## src/rtl/tdr_scan_master.sv

```systemverilog
// TDR scan initiator: runs one capture/shift/update access into a TDR chain and returns the bits shifted out.
// Optional macro TDR_SCAN_MASTER_RUNTEST_EN adds a post-update idle (RUN) phase of run_cycles cycles.
module tdr_scan_master #(
  parameter int MAX_LEN = 64,
  parameter int LEN_W   = $clog2(MAX_LEN+1)
) (
  input  logic               tck,
  input  logic               rst,
  input  logic               start,
  input  logic [LEN_W-1:0]   len,
  input  logic [MAX_LEN-1:0] wdata,
`ifdef TDR_SCAN_MASTER_RUNTEST_EN
  input  logic [15:0]        run_cycles,
`endif
  output logic               busy,
  output logic               done,
  output logic [MAX_LEN-1:0] rdata,
  output logic               select,
  output logic               capture_en,
  output logic               shift_en,
  output logic               update_en,
  output logic               si,
  input  logic               so
);
  typedef enum logic [2:0] {S_IDLE, S_CAPTURE, S_SHIFT, S_UPDATE, S_RUN, S_DONE} state_t;

  state_t             state_q, state_d;
  logic [LEN_W-1:0]   len_q, len_d, cnt_q, cnt_d;
  logic [MAX_LEN-1:0] wsh_q, wsh_d, rdata_q, rdata_d;
  logic busy_q, busy_d, done_q, done_d, select_q, select_d;
  logic cap_q, cap_d, shift_q, shift_d, upd_q, upd_d, si_q, si_d;
`ifdef TDR_SCAN_MASTER_RUNTEST_EN
  logic [15:0] run_q, run_d, rcnt_q, rcnt_d;
`endif

  always_comb begin
    state_d = state_q;
    len_d   = len_q;
    cnt_d   = cnt_q;
    wsh_d   = wsh_q;
    rdata_d = rdata_q;
`ifdef TDR_SCAN_MASTER_RUNTEST_EN
    run_d   = run_q;
    rcnt_d  = rcnt_q;
`endif
    case (state_q)
      S_IDLE, S_DONE: begin
        state_d = S_IDLE;
        if (start) begin
          len_d   = (len > LEN_W'(MAX_LEN)) ? LEN_W'(MAX_LEN) : len;
          wsh_d   = wdata;
          rdata_d = '0;
          cnt_d   = '0;
`ifdef TDR_SCAN_MASTER_RUNTEST_EN
          run_d   = run_cycles;
`endif
          state_d = S_CAPTURE;
        end
      end
      S_CAPTURE: state_d = (len_q != '0) ? S_SHIFT : S_UPDATE;
      S_SHIFT: begin
        // so is sampled on the same edge the target shifts, so it is bit cnt_q
        for (int i = 0; i < MAX_LEN; i++)
          if (cnt_q == LEN_W'(i)) rdata_d[i] = so;
        cnt_d   = cnt_q + LEN_W'(1);
        state_d = (cnt_q + LEN_W'(1) == len_q) ? S_UPDATE : S_SHIFT;
      end
`ifdef TDR_SCAN_MASTER_RUNTEST_EN
      S_UPDATE: begin
        if (run_q != 16'd0) begin
          state_d = S_RUN;
          rcnt_d  = run_q;
        end else begin
          state_d = S_DONE;
        end
      end
      S_RUN: begin
        rcnt_d  = rcnt_q - 16'd1;
        state_d = (rcnt_q == 16'd1) ? S_DONE : S_RUN;
      end
`else
      S_UPDATE: state_d = S_DONE;
`endif
      default: state_d = S_IDLE;
    endcase

    // Outputs are decoded from the next state so they are registered yet aligned to it
    busy_d   = (state_d == S_CAPTURE) || (state_d == S_SHIFT) || (state_d == S_UPDATE) ||
               (state_d == S_RUN);
    select_d = (state_d == S_CAPTURE) || (state_d == S_SHIFT) || (state_d == S_UPDATE);
    cap_d    = (state_d == S_CAPTURE);
    shift_d  = (state_d == S_SHIFT);
    upd_d    = (state_d == S_UPDATE);
    done_d   = (state_d == S_DONE);
    si_d     = 1'b0;
    if (state_d == S_SHIFT) begin
      si_d  = wsh_q[0];
      wsh_d = wsh_q >> 1;
    end
  end

  always_ff @(posedge tck or posedge rst) begin
    if (rst) begin
      state_q  <= S_IDLE;
      len_q    <= '0;
      cnt_q    <= '0;
      wsh_q    <= '0;
      rdata_q  <= '0;
      busy_q   <= 1'b0;
      done_q   <= 1'b0;
      select_q <= 1'b0;
      cap_q    <= 1'b0;
      shift_q  <= 1'b0;
      upd_q    <= 1'b0;
      si_q     <= 1'b0;
`ifdef TDR_SCAN_MASTER_RUNTEST_EN
      run_q    <= '0;
      rcnt_q   <= '0;
`endif
    end else begin
      state_q  <= state_d;
      len_q    <= len_d;
      cnt_q    <= cnt_d;
      wsh_q    <= wsh_d;
      rdata_q  <= rdata_d;
      busy_q   <= busy_d;
      done_q   <= done_d;
      select_q <= select_d;
      cap_q    <= cap_d;
      shift_q  <= shift_d;
      upd_q    <= upd_d;
      si_q     <= si_d;
`ifdef TDR_SCAN_MASTER_RUNTEST_EN
      run_q    <= run_d;
      rcnt_q   <= rcnt_d;
`endif
    end
  end

  assign busy       = busy_q;
  assign done       = done_q;
  assign rdata      = rdata_q;
  assign select     = select_q;
  assign capture_en = cap_q;
  assign shift_en   = shift_q;
  assign update_en  = upd_q;
  assign si         = si_q;
endmodule
```

## config.mk

```make
export PLATFORM = sky130hd
export DESIGN_NAME = tdr_scan_master
export DESIGN_NICKNAME = d
export VERILOG_FILES = /design/src/rtl/tdr_scan_master.sv
export SDC_FILE = /design/constraint.sdc
export NUM_CORES = 1
export LEC_CHECK = 0
export ABC_AREA = 1
export BUFFER_PORTS_ARGS = -buffer_cell sky130_fd_sc_hd__clkbuf_2
export CORE_UTILIZATION = 63
export CTS_BUF_LIST = sky130_fd_sc_hd__clkbuf_8
export DETAILED_ROUTE_END_ITERATION = 10
export HOLD_SLACK_MARGIN = 0.1
export PLACE_DENSITY = 0.92
export SYNTH_ARGS = -nofsm -noshare
export SYNTH_HDL_FRONTEND = slang
export SYNTH_SLANG_ARGS = --single-unit
```

## constraint.sdc

```tcl
create_clock -name tck -period 9.9 [get_ports tck]
set_input_delay 1.98 -clock tck [delete_from_list [all_inputs] [get_ports tck]]
set_output_delay 1.98 -clock tck [all_outputs]
set_load 0.05 [all_outputs]
```

### After elaboration in Yosys (flattened, before gate mapping)

Cells that the tools add are included.

* bits in registers: 152
* output and inout port bits: 71
* input port bits: 75

* add/subtract/negate cells: 1
* reductions and logical operators: 77
* order comparisons: 1
* multiplexer cells: 77
* equal/unequal tests: 138

Operator list (number)
* 64-bit two-way mux: 4
* 7-bit by 6-bit equality test with 1-bit output (second input constant): 32
* 3-bit AND reduction: 64
* 2-bit inequality test (second input constant): 65
* 64-bit one-hot mux with 2 select lines: 1
* 7-bit by 5-bit equality test with 1-bit output (second input constant): 16
* 1-bit two-way mux: 68
* 7-bit by 4-bit equality test with 1-bit output (second input constant): 8
* 7-bit by 3-bit equality test with 1-bit output (second input constant): 4
* 7-bit by 2-bit equality test with 1-bit output (second input constant): 2
* 7-bit two-way mux: 2
* 7-bit one-hot mux with 2 select lines: 1
* 3-bit by 2-bit equality test with 1-bit output (second input constant): 4
* 3-bit one-hot mux with 4 select lines: 1
* 3-bit equality test (second input constant): 3
* 7-bit by 1-bit adder with 7-bit output (second input constant): 1
* 7-bit by 1-bit equality test with 1-bit output (second input constant): 1
* 7-bit equality test: 1
* 7-bit > comparator (second input constant): 1
* 7-bit zero test: 1
* 7-bit nonzero test: 1
* 3-bit by 1-bit equality test with 1-bit output (second input constant): 2
* 2-bit AND reduction: 3
* 2-bit nonzero test: 3
* other kinds (3): 5

### Longest topological paths before layout

* depth after elaboration: 8
* gate-level depth with buffers: 16
* gate-level depth less buffers: 14

### Worst setup path before layout

Ideal clock, no wire load.

* kind: in2reg
* start: input port start
* end: register wsh_q[10]
* path buffers: 2
* data arrival time: 3.065 ns
* path slack: 6.718 ns
* setup time: 0.117 ns
* required time: 9.783 ns
* cell stages on the path: 8
* cells stage by stage: nand3_1 > inv_1 > nor3_2 > buf_2 > buf_1 > nand4_1 > nand2_1 > nand2_1

* longest elaborated chain between the ends: 5
* elaborated cells between the ends (all ways): 7
* those cells by class: 1 x eq/ne; 3 x mux; 3 x reduce/logical

Ends and longest elaborated chain
* start: declaration: line 9 `input logic start,`
* 1-bit two-way mux: line 49 `if (start) begin`
* 3-bit one-hot mux with 4 select lines: line 46 `case (state_q)`
* 3-bit by 2-bit equality test with 1-bit output: line 96 `if (state_d == S_SHIFT) begin`
* 2-bit nonzero test (no source line)
* 2-bit AND reduction (no source line)
* end signal: assignment: line 124 `wsh_q <= wsh_d;`
* end: declaration: line 29 `logic [MAX_LEN-1:0] wsh_q, wsh_d, rdata_q, rdata_d;`

Several ways; a longest one is shown, not always the timed one.
A chain may end at the register's enable or synchronous reset.

### Worst setup path in the final report

* start: input port start
* end: register wsh_q[4]

Same word-level chain as after synthesis.

==> qor.yml <==
status:
  status: "finished clean"
cts:
  cts_buffers: 17
  cts_setup_buffers: 0
  ctsResizeCount: 0
  cts_tree: "done"
  cts_hold_buf: 0
  cts_buffer_depth: 2
  cts.sink_count: 152
  h-tree-depth: 4
  clock-root-buffer: "clkbuf_8"
  clkLatencyLatePin_ns: 0.46
  clk_pin_slew_ns: 0.08
cells_and_area:
  area_delta_synth_final_pct: 13.6
  final_area_um2: 9190
  fillers: 1005
  drive_gt1_share_pct: 15.9
  nets: 1314
  diodes: 0
synthesis:
  yosys-top-cells-area: "dfrtp_1, nand2_1, nand4_1"
  yosys_warnings: 0
  netlist_instances: 1136
  postSynthAreaPerCell_um2: 7.12
  synth.distinct_cells: 24
  synthesis.nets: 1215
  yosysSeqAreaShare_pct: 47.1
  syn_area_um2: 8080
  ys_seq_elements: 152
  synth_top_cell_area_share_pct: 47.1
  yosys.area.top_type: "dfrtp_1"
detailed_routing:
  viasPerCell: 5.46
  drt_pre_antenna_iters: 5
  drcViolationCount: 0
  antenna_left: 0
  wl_per_cell_um: 13.7
  drt-total-wl_mm: 19.4
  num_vias: 7760
  drtIter0Drc: 857
timing:
  post-route-min-period_ns: 4.81
  drv_slew: 0
  fin_skew_ns: 0.0105
  tns_ns: 0
  rsz0062_at_grt: "false"
  tightest_slew_ns: 1.05
  setup-violations-final: 0
  hold_viol_final: 0
  timing.fmax_mhz: 208
  period_share_pct: 48.6
  slew_headroom_pct: 30.1
  layout_setup_ws_ns: 5.09
power:
  combPwrFrac_pct: 7.0
  switching_power_uw: 295
  p_clk_share_pct: 40.7
  vdd.ir_drop.worst_uv: 73.7
  switching_share_pct: 24.2
  p_leak_uw: 0.00510
  finalPower_uw: 1220
  p_int_uw: 923
  power_density_nw_per_um2: 133
  seqPwrFrac_pct: 52.3
critical_path:
  path_class: "in2reg"
  crit_chain: "clkbuf_2 > nand3_2 > buf_4 > inv_2 > buf_4 > nor3_4 > buf_4 > nand3_4 > buf_4 > nand2_1 > nand2_1 > nand2_1"
  cp_max_fo: 108
  cp.required_ns: 10.29
  max_stage_delay_ns: 0.58
  crit_path_top_delay_cell: "buf_4"
  startpoint_type: "input pin"
  cp_common_cell: "buf_4"
  worst-r2r-setup-slack_ns: 6.06
  cp-end-kind: "register"
  cp.arrival_ns: 5.20
floorplanning:
  initial_core_util_pct: 64.3
  fp-row-count: 41
  fp.dieArea_um2: 13300
  fp.dieH_um: 115
  die_x_um: 115
  core-area_um2: 12600
  io_pins: 146
global_routing:
  grt_usage_pct: 30.5
  grt_pass1_wl_mm: 31.9
  overflow: 0
  antenna_found_initial: 0
  grt_max_degree: 109
  grt_pass1_vias: 6838
flow_run:
  cap_violations: 0
placed_design:
  placed_area_um2: 8770
  dp_hpwl_mm: 12.2
  pre_cts_ws_ns: 4.69
  gp_congestion: 0.805
  io_buffers: 145
worst_hold_path:
  hold_class: "reg2reg"
[per-stage QoR]
stage          hold slack (ns)  instances  util (%)
6_report                 0.488       1420      73.1
5_1_grt                  0.510       1420      73.1
4_1_cts                  0.492       1420      73.1
3_5_place_dp             0.473       1388      69.8
3_3_place_gp             0.463       1388      69.8
2_1_floorplan            0.473       1136         -
[placed cells by master, fill, tap and decap left out]
cell type,synthesis,routed
nand2_1,528,527
dfrtp_1,152,152
clkbuf_2,0,145
inv_1,95,96
nand3_1,81,79
o21ai_0,75,74
nand4_1,66,66
nor2_1,23,23
clkbuf_8,0,21
buf_4,10,12
nor3_1,8,8
o22ai_1,7,7
a21oi_1,6,6
inv_2,3,4
a31oi_1,4,4
ha_1,4,4
clkinv_2,0,4
bufinv_16,0,3
nor2_2,2,2
nand3_2,1,2
nand2_2,0,1
xnor3_1,1,1
nor3_4,0,1
o21ai_4,0,1
nand3_4,0,1
inv_6,0,1
xor2_1,1,1
or4_1,1,1
clkinvlp_4,0,1
[layer usage]
metal | wire length [µm] | GRT usage, %
met3 | 1270 | 5.43
met4 | 642 | 15.2
met1 | 8230 | 41.0
met5 | 0 | 0
met2 | 9270 | 48.1
[cells by family (layout without fill, tap and decap cells)]
kind of cell               count (synthesis)  after routing  synth area share [%]
AOI/OAI and AO/OA                         92             92                  5.87
xor gates and xnor gates                   2              2                 0.387
adders and majority gates                  4              4                 0.619
buffers and inverters                    175            287                  9.38
DFF                                      152            152                  47.1
and+or+nand+nor                          711            711                  36.7
[sequential cells by signal, summed over array words and instances (netlist names)]
name and cells:
rdata 64, wsh_q 64, cnt_q 7, len_q 7, state_q 3, busy 1
capture_en 1, done 1, select 1, shift_en 1, si 1, update_en 1
[area by class of cell]
type                            instances  area (µm²)  area share (%)
Clock buffer                           21         289            3.15
Clock inverter                         11         129            1.40
Inverter                               98         373            4.06
Multi-Input combinational cell        809        3560            38.8
Sequential cell                       152        3800            41.4
Tap cell                              172         215            2.34
Timing Repair Buffer                  157         816            8.88
[worst max-delay path, delay by kind of cell]
| family | cells | cell delay (ns) |
|---|---|---|
| AND/OR/NAND/NOR | 6 | 0.95 |
| buffers and inverters | 6 | 2.15 |
[Yosys cell counts]
library cell	instances
o21ai_0	75
inv_2	3
nand2_1	528
buf_2	15
inv_1	95
o22ai_1	7
or4_1	1
nand4_1	66
nor2_2	2
dfrtp_1	152
clkbuf_1	35
a21oi_1	6
xor2_1	1
xnor3_1	1
ha_1	4
buf_6	6
nor2_1	23
nor3_2	1
buf_4	10
nand3_2	1
nand3_1	81
buf_1	11
a31oi_1	4
nor3_1	8
[power groups by stage]
stage	Clock [µW]	Combinational, µW	Sequential (µW)
floorplan	0	19.0	682
global placement	0	85.5	649
detailed placement	0	86.3	649
CTS	500	86.4	637
global route	532	93.2	638
finish	496	85.5	637
[path summary, 6_finish.rpt]
path                             from   endpoint  cells past startpoint
setup / recovery                start   wsh_q[4]                     12
hold / removal               rdata[6]   rdata[6]                      2
setup reg to reg           state_q[2]   wsh_q[4]                     13
hold reg to reg              rdata[6]   rdata[6]                      2
max in group asynchronous         rst   wsh_q[5]                      3
min in group asynchronous         rst  rdata[29]                      2
No activity file was read; power rests on OpenSTA's default activity.
